--- src/rtl/jt03_wrq_pkg.sv ---
// rtl/jt03_wrq_pkg.sv - shared state, entry layout and constants for the jt03 write sequencer
package jt03_wrq_pkg;

   typedef enum logic [2:0] {
      ST_IDLE = 3'd0,
      ST_ADDR = 3'd1,
      ST_GAP  = 3'd2,
      ST_DATA = 3'd3,
      ST_POLL = 3'd4
   } wrq_state_t;

   localparam int BUSY_BIT = 7;

   typedef struct packed {
      logic [7:0] rg;
      logic [7:0] val;
   } wrq_entry_t;

   function automatic logic [15:0] pack_entry(input logic [7:0] r, input logic [7:0] v);
      wrq_entry_t e;
      e.rg  = r;
      e.val = v;
      return e;
   endfunction

endpackage

--- src/rtl/jt03_wrq_fifo.sv ---
// rtl/jt03_wrq_fifo.sv - DEPTH x 16 register-pair FIFO with occupancy counter
module jt03_wrq_fifo
   import jt03_wrq_pkg::*;
#(
   parameter int DEPTH = 8
)(
   input  logic                     clk,
   input  logic                     rst_n,
   input  logic                     push,
   input  logic [15:0]              push_data,
   input  logic                     pop,
   output logic [15:0]              pop_data,
   output logic [$clog2(DEPTH):0]   level,
   output logic                     full
);

   localparam int AW = $clog2(DEPTH);
   localparam logic [AW:0] LVL_FULL = (AW+1)'(DEPTH);

   logic [15:0]   r_mem [DEPTH];
   logic [AW-1:0] r_wr_ptr;
   logic [AW-1:0] r_rd_ptr;
   logic [AW:0]   r_level;
   logic          w_push;
   logic          w_pop;

   // Gated here as well so a caller can never overrun or underrun the storage.
   assign w_push   = push & (r_level != LVL_FULL);
   assign w_pop    = pop & (r_level != '0);
   assign full     = (r_level == LVL_FULL);
   assign level    = r_level;
   assign pop_data = r_mem[r_rd_ptr];

   always_ff @(posedge clk) begin
      if (w_push) begin
         r_mem[r_wr_ptr] <= push_data;
      end
   end

   always_ff @(posedge clk or negedge rst_n) begin
      if (!rst_n) begin
         r_wr_ptr <= '0;
         r_rd_ptr <= '0;
         r_level  <= '0;
      end else begin
         if (w_push) begin
            r_wr_ptr <= r_wr_ptr + 1'b1;
         end
         if (w_pop) begin
            r_rd_ptr <= r_rd_ptr + 1'b1;
         end
         case ({w_push, w_pop})
            2'b10:   r_level <= r_level + 1'b1;
            2'b01:   r_level <= r_level - 1'b1;
            default: r_level <= r_level;
         endcase
      end
   end

endmodule

--- src/rtl/jt03_wrq.sv ---
// rtl/jt03_wrq.sv - replays buffered (reg, value) writes on the jt03 bus with busy polling
module jt03_wrq
   import jt03_wrq_pkg::*;
#(
   parameter int DEPTH        = 8,
   parameter int SETUP        = 2,
   parameter int BUSY_TIMEOUT = 255
)(
   input  logic                     clk,
   input  logic                     rst_n,
   input  logic                     cen,
   input  logic                     wr_valid,
   output logic                     wr_ready,
   input  logic [7:0]               wr_reg,
   input  logic [7:0]               wr_val,
   output logic [7:0]               ym_din,
   output logic                     ym_addr,
   output logic                     ym_cs_n,
   output logic                     ym_wr_n,
   input  logic [7:0]               ym_dout,
   output logic [$clog2(DEPTH):0]   level,
   output logic                     idle,
   output logic                     timeout_err,
   input  logic                     clr_err
);

   localparam logic [7:0] GAP_LAST  = 8'(SETUP - 1);
   localparam logic [7:0] BUSY_LAST = 8'(BUSY_TIMEOUT - 1);

   wrq_state_t              r_state;
   logic [7:0]              r_din;
   logic                    r_addr;
   logic                    r_cs_n;
   logic                    r_wr_n;
   logic [7:0]              r_val;
   logic [7:0]              r_gap_cnt;
   logic [7:0]              r_busy_cnt;
   logic                    r_poll_setup;
   logic                    r_timeout_err;

   logic [15:0]             w_head_raw;
   wrq_entry_t              w_head;
   logic [$clog2(DEPTH):0]  w_level;
   logic                    w_full;
   logic                    w_pop;
   logic                    w_sample;
   logic                    w_busy;
   logic                    w_timeout_hit;
   logic                    w_unused;

   jt03_wrq_fifo #(
      .DEPTH     (DEPTH)
   ) u_fifo (
      .clk       (clk),
      .rst_n     (rst_n),
      .push      (wr_valid),
      .push_data (pack_entry(wr_reg, wr_val)),
      .pop       (w_pop),
      .pop_data  (w_head_raw),
      .level     (w_level),
      .full      (w_full)
   );

   assign w_head        = wrq_entry_t'(w_head_raw);
   assign w_pop         = cen && (r_state == ST_IDLE) && (w_level != '0);
   // The first POLL cycle only sets up the status read; samples start after it.
   assign w_sample      = (r_state == ST_POLL) && !r_poll_setup;
   assign w_busy        = ym_dout[BUSY_BIT];
   assign w_timeout_hit = cen && w_sample && w_busy && (r_busy_cnt == BUSY_LAST);
   assign w_unused      = ^ym_dout[6:0];

   assign wr_ready    = ~w_full;
   assign level       = w_level;
   assign idle        = (r_state == ST_IDLE) && (w_level == '0);
   assign ym_din      = r_din;
   assign ym_addr     = r_addr;
   assign ym_cs_n     = r_cs_n;
   assign ym_wr_n     = r_wr_n;
   assign timeout_err = r_timeout_err;

   always_ff @(posedge clk or negedge rst_n) begin
      if (!rst_n) begin
         r_state      <= ST_IDLE;
         r_din        <= '0;
         r_addr       <= 1'b0;
         r_cs_n       <= 1'b1;
         r_wr_n       <= 1'b1;
         r_val        <= '0;
         r_gap_cnt    <= '0;
         r_busy_cnt   <= '0;
         r_poll_setup <= 1'b0;
      end else if (cen) begin
         case (r_state)
            ST_IDLE: begin
               if (w_pop) begin
                  r_state <= ST_ADDR;
                  r_cs_n  <= 1'b0;
                  r_wr_n  <= 1'b0;
                  r_addr  <= 1'b0;
                  r_din   <= w_head.rg;
                  r_val   <= w_head.val;
               end
            end
            ST_ADDR: begin
               r_state   <= ST_GAP;
               r_cs_n    <= 1'b1;
               r_wr_n    <= 1'b1;
               r_gap_cnt <= '0;
            end
            ST_GAP: begin
               if (r_gap_cnt == GAP_LAST) begin
                  r_state <= ST_DATA;
                  r_cs_n  <= 1'b0;
                  r_wr_n  <= 1'b0;
                  r_addr  <= 1'b1;
                  r_din   <= r_val;
               end else begin
                  r_gap_cnt <= r_gap_cnt + 1'b1;
               end
            end
            ST_DATA: begin
               r_state      <= ST_POLL;
               r_cs_n       <= 1'b0;
               r_wr_n       <= 1'b1;
               r_addr       <= 1'b0;
               r_busy_cnt   <= '0;
               r_poll_setup <= 1'b1;
            end
            ST_POLL: begin
               if (r_poll_setup) begin
                  r_poll_setup <= 1'b0;
               end else if (!w_busy || (r_busy_cnt == BUSY_LAST)) begin
                  // A stuck busy flag drops the entry; the host only sees timeout_err.
                  r_state <= ST_IDLE;
                  r_cs_n  <= 1'b1;
                  r_wr_n  <= 1'b1;
               end else begin
                  r_busy_cnt <= r_busy_cnt + 1'b1;
               end
            end
            default: begin
               r_state <= ST_IDLE;
               r_cs_n  <= 1'b1;
               r_wr_n  <= 1'b1;
            end
         endcase
      end
   end

   always_ff @(posedge clk or negedge rst_n) begin
      if (!rst_n) begin
         r_timeout_err <= 1'b0;
      end else if (w_timeout_hit) begin
         r_timeout_err <= 1'b1;
      end else if (clr_err) begin
         r_timeout_err <= 1'b0;
      end
   end

endmodule

--- config.mk ---
export PLATFORM = sky130hd
export DESIGN_NAME = jt03_wrq
export DESIGN_NICKNAME = d
export VERILOG_FILES = /design/src/rtl/jt03_wrq_pkg.sv /design/src/rtl/jt03_wrq_fifo.sv /design/src/rtl/jt03_wrq.sv
export SDC_FILE = /design/constraint.sdc
export NUM_CORES = 1
export LEC_CHECK = 0
export ABC_AREA = 0
export CAP_MARGIN = 15
export CELL_PAD_IN_SITES_DETAIL_PLACEMENT = 0
export CELL_PAD_IN_SITES_GLOBAL_PLACEMENT = 1
export CORE_MARGIN = 10
export CORE_UTILIZATION = 50
export DETAILED_ROUTE_END_ITERATION = 6
export MAX_ROUTING_LAYER = met4
export PLACE_DENSITY_LB_ADDON = 0.1
export SLEW_MARGIN = 10
export SYNTH_ARGS = -nofsm -noshare
export SYNTH_HDL_FRONTEND = slang
export SYNTH_SLANG_ARGS = --single-unit
export TNS_END_PERCENT = 20
--- constraint.sdc ---
create_clock -name clk -period 5.4 [get_ports clk]
set_clock_uncertainty 0.1 [all_clocks]
set_input_delay 1.62 -clock clk [delete_from_list [all_inputs] [get_ports clk]]
set_output_delay 1.62 -clock clk [all_outputs]
set_load 0.02 [all_outputs]
==> summary.txt <==
Status
  – Status: complete, no violations

Power
  – Clk pwr share: 26.8%
  – Pwr/cell area: 535 nW/um2
  – Switching power: 0.00154 W
  – Cell-internal power: 0.00315 W
  – Logic pwr share: 30.7%
  – Static leakage: 3.13 nW
  – Register share of total power: 42.5%
  – Switching share of power: 32.8%
  – VDD IR max: 0.280 mV

Worst setup path
  – Worst Setup End Kind: output pin
  – FF-to-FF setup slack: 2.73 ns
  – Kind of critical path: reg2out
  – WP data required: 3.68 ns
  – Worst r2r path cells: 10
  – Setup crit start: u_fifo.level[0]
  – Critical path arrival: 2.31 ns
  – CP Launch Type: flop
  – Worst-path maximum fanout: 7
  – Critical Path End: idle
  – RR Endpoint: u_fifo.level[2]
  – FF-to-FF Start: u_fifo.level[0]

Final layout
  – Fill cells: 1122
  – Most frequent cells in the layout: edfxtp_1, dfrtp_1, nand2_1
  – Nets: 581
  – Final Instance Area: 8760 um2
  – Area Overhead vs Synth: 16.0%
  – Antenna Cells: 0
  – Commonest non-fill, non-tap cell in the layout: edfxtp_1
  – Fraction of layout cells with a size suffix above 1: 18.7%

STA
  – Setup TNS: 0 ns
  – Max Freq: 0.248 GHz
  – RSZ-0062 raised after global routing: no
  – Minimum clock period: 4.03 ns
  – Worst-Margin Slew: 0.923 ns
  – Rel. slew slack: 38.4%
  – Period utilisation layout: 74.6%
  – Final setup vio count: 0
  – Slew Viols, Final: 0
  – Hold Vio Cnt, Final: 0

Floorplan
  – Die area: 20400 um2
  – Top-Level Pins: 47
  – Core area: 14600 um2
  – Width of the die: 143 um
  – Die height: 143 um
  – Rows: 44
  – Initial Util: 51.6%

Yosys
  – Largest area contributor in the netlist: edfxtp_1
  – Seq/Total Area, Yosys: 67.5%
  – Synthesized area: 7560 um2
  – Largest family of logic cells by synthesized area: multiplexers
  – Flops & latches, synth: 178
  – Mapped Cells: 494
  – Synthesized area per cell: 15.3 um2
  – Ys async rst share: 28.1%
  – Post-Synth XOR/XNOR Area: 1.62%
  – Predominant post-synthesis flop cell: edfxtp_1
  – Mux share of post-synthesis cell area: 10.2%
  – Post-synth EDFFs: 128
  – Yosys Warn Count: 0
  – Syn_nets: 532
  – Post-synthesis adder-cell area fraction: 1.49%
  – Post-synth cell types: 54
  – Synth area leaders: edfxtp_1, dfrtp_1, mux4_2, mux2i_1, nand2_1
  – Post-synthesis simple-gate area fraction: 9.70%
  – Synth Area in Compound Gates: 7.55%
  – Post-synth top area share: 50.9%

Clock tree
  – CTS Hold Bufs: 0
  – Post_cts resized: 0
  – Clock transition at the registers of the reported paths: 0.06 ns
  – CTS sink count: 178
  – Total CTS buffers: 17
  – Post-CTS setup buffer count: 0
  – Clock Latency Late Sink: 0.43 ns
  – CTS tree: done
  – CTS H-tree depth: 4
  – Root buf cell: clkbuf_16
  – Clock buffer depth: 2

Global route
  – Number of global-route vias before repair: 4411
  – Largest net degree at the start of global routing: 54
  – GRT Resource Usage Total: 15.9%
  – Initial antenna violation count: 0
  – Global route overflow: 0
  – First-pass GRT wire length: 23.9 mm

Routing
  – Final ANT Viol Nets: 0
  – Routed WL: 14.9 mm
  – Drt first pass iters: 5
  – Drt wl/cell: 20.2 um
  – DRC: 0
  – Via Count: 4232
  – Vias per cell: 5.72
  – Drt initial violations: 231

Placed design
  – IO Port Bufs: 39
  – Post-DP Area: 8160 um2
  – Post-DP HPWL: 9.15 mm
  – GP Congestion: 0.761

Hold path
  – Hold Path Depth: 2
  – Hold/Removal Path Class: reg2reg

Flow run
  – MaxCap Viol Count: 0
[power groups by stage]
stage	Sequential (W)	Combinational, W	Clock [W]
floorplan	0.00197	0.00105	0
global placement	0.00201	0.00143	0
detailed placement	0.00202	0.00146	0
CTS	0.00199	0.00147	0.00128
global route	0.00202	0.00158	0.00134
finish	0.00199	0.00144	0.00126
[worst min path at each step]
| stage | startpoint | to | slack, ns |
|---|---|---|---|
| global placement | r_busy_cnt[7] | r_busy_cnt[7] | 0.37 |
| finish | r_val[1] | r_val[1] | 0.38 |
| floorplan | r_busy_cnt[7] | r_busy_cnt[7] | 0.34 |
| CTS | r_val[1] | r_val[1] | 0.39 |
| global route | r_val[4] | r_val[4] | 0.41 |
| detailed placement | r_val[1] | r_val[1] | 0.37 |
[metal layers]
| metal | vias to the layer above | routed length [um] | GRT usage [%] |
|---|---|---|---|
| li1 | 2001 | - | - |
| met1 | 2157 | 6550 | 18.1 |
| met2 | 54 | 7630 | 26.7 |
| met3 | 20 | 467 | 3.91 |
| met4 | 0 | 285 | 5.75 |
| met5 | - | 0 | - |
[cells in the mapped netlist (3+ instances only)]
master,instances
a2111o_1,5
a211oi_1,7
a21oi_1,7
and3_1,4
buf_2,12
buf_4,3
clkbuf_1,5
dfrtp_1,48
edfxtp_1,128
ha_1,9
inv_1,7
mux2_1,3
mux2_2,12
mux2i_1,15
mux4_2,20
nand2_1,39
nand2b_1,4
nand3_1,13
nand3b_1,4
nand4_1,5
nor2_1,28
nor2b_1,13
nor3_1,5
o21ai_0,24
o21ai_1,8
o221ai_2,6
o22ai_1,7
o31ai_1,4
or2_2,3
xnor2_1,7
xor2_1,7
[through the flow]
| stage | std cells | utilization [%] | setup slack, ns | hold slack (ns) | total power [W] |
|---|---|---|---|---|---|
| final | 740 | 59.8 | 1.37 | 0.383 | 0.00469 |
| after global routing | 740 | 59.8 | 1.24 | 0.414 | 0.00494 |
| after CTS | 740 | 59.8 | 1.34 | 0.386 | 0.00474 |
| after detailed placement | 708 | 55.7 | 1.15 | 0.372 | 0.00348 |
| after global placement | 708 | 55.7 | 1.16 | 0.366 | 0.00344 |
| after floorplan | 494 | - | 1.70 | 0.341 | 0.00302 |
[sequential cells by signal, indices dropped and copies added (netlist names), 3 cells and up]
register and count:
r_state 3, ym_din 8, r_busy_cnt 8, r_val 8, u_fifo.r_wr_ptr 3, u_fifo.level 4, u_fifo.r_mem 128, r_gap_cnt 8
u_fifo.r_rd_ptr 3
[layout make-up]
| type | count | area, um2 | share of cell area (%) |
|---|---|---|---|
| Sequential cell | 178 | 5100 | 58.2 |
| Multi-Input combinational cell | 287 | 2320 | 26.5 |
| Timing Repair Buffer | 52 | 483 | 5.51 |
| Clock buffer | 19 | 433 | 4.94 |
| Tap cell | 184 | 230 | 2.63 |
| Clock inverter | 13 | 173 | 1.97 |
| Inverter | 7 | 26.3 | 0.300 |
[critical path, cell delays in order (launching register included)]
cell             delay (ns)
dfrtp_1                0.47
nor4_2                 0.54
and3_1                 0.26
clkdlybuf4s50_1        0.61
[kinds of logic (layout without fill, tap and decap cells)]
kind of cell               count (synthesis)  count (layout)
DFF                                      178             178
and+or+nand+nor                          135             135
adders and majority gates                  9               9
muxes                                     50              50
AOI/OAI and AO/OA                         79              79
buffers and inverters                     29              91
xor gates and xnor gates                  14              14
(Power assumes the default switching activity.)
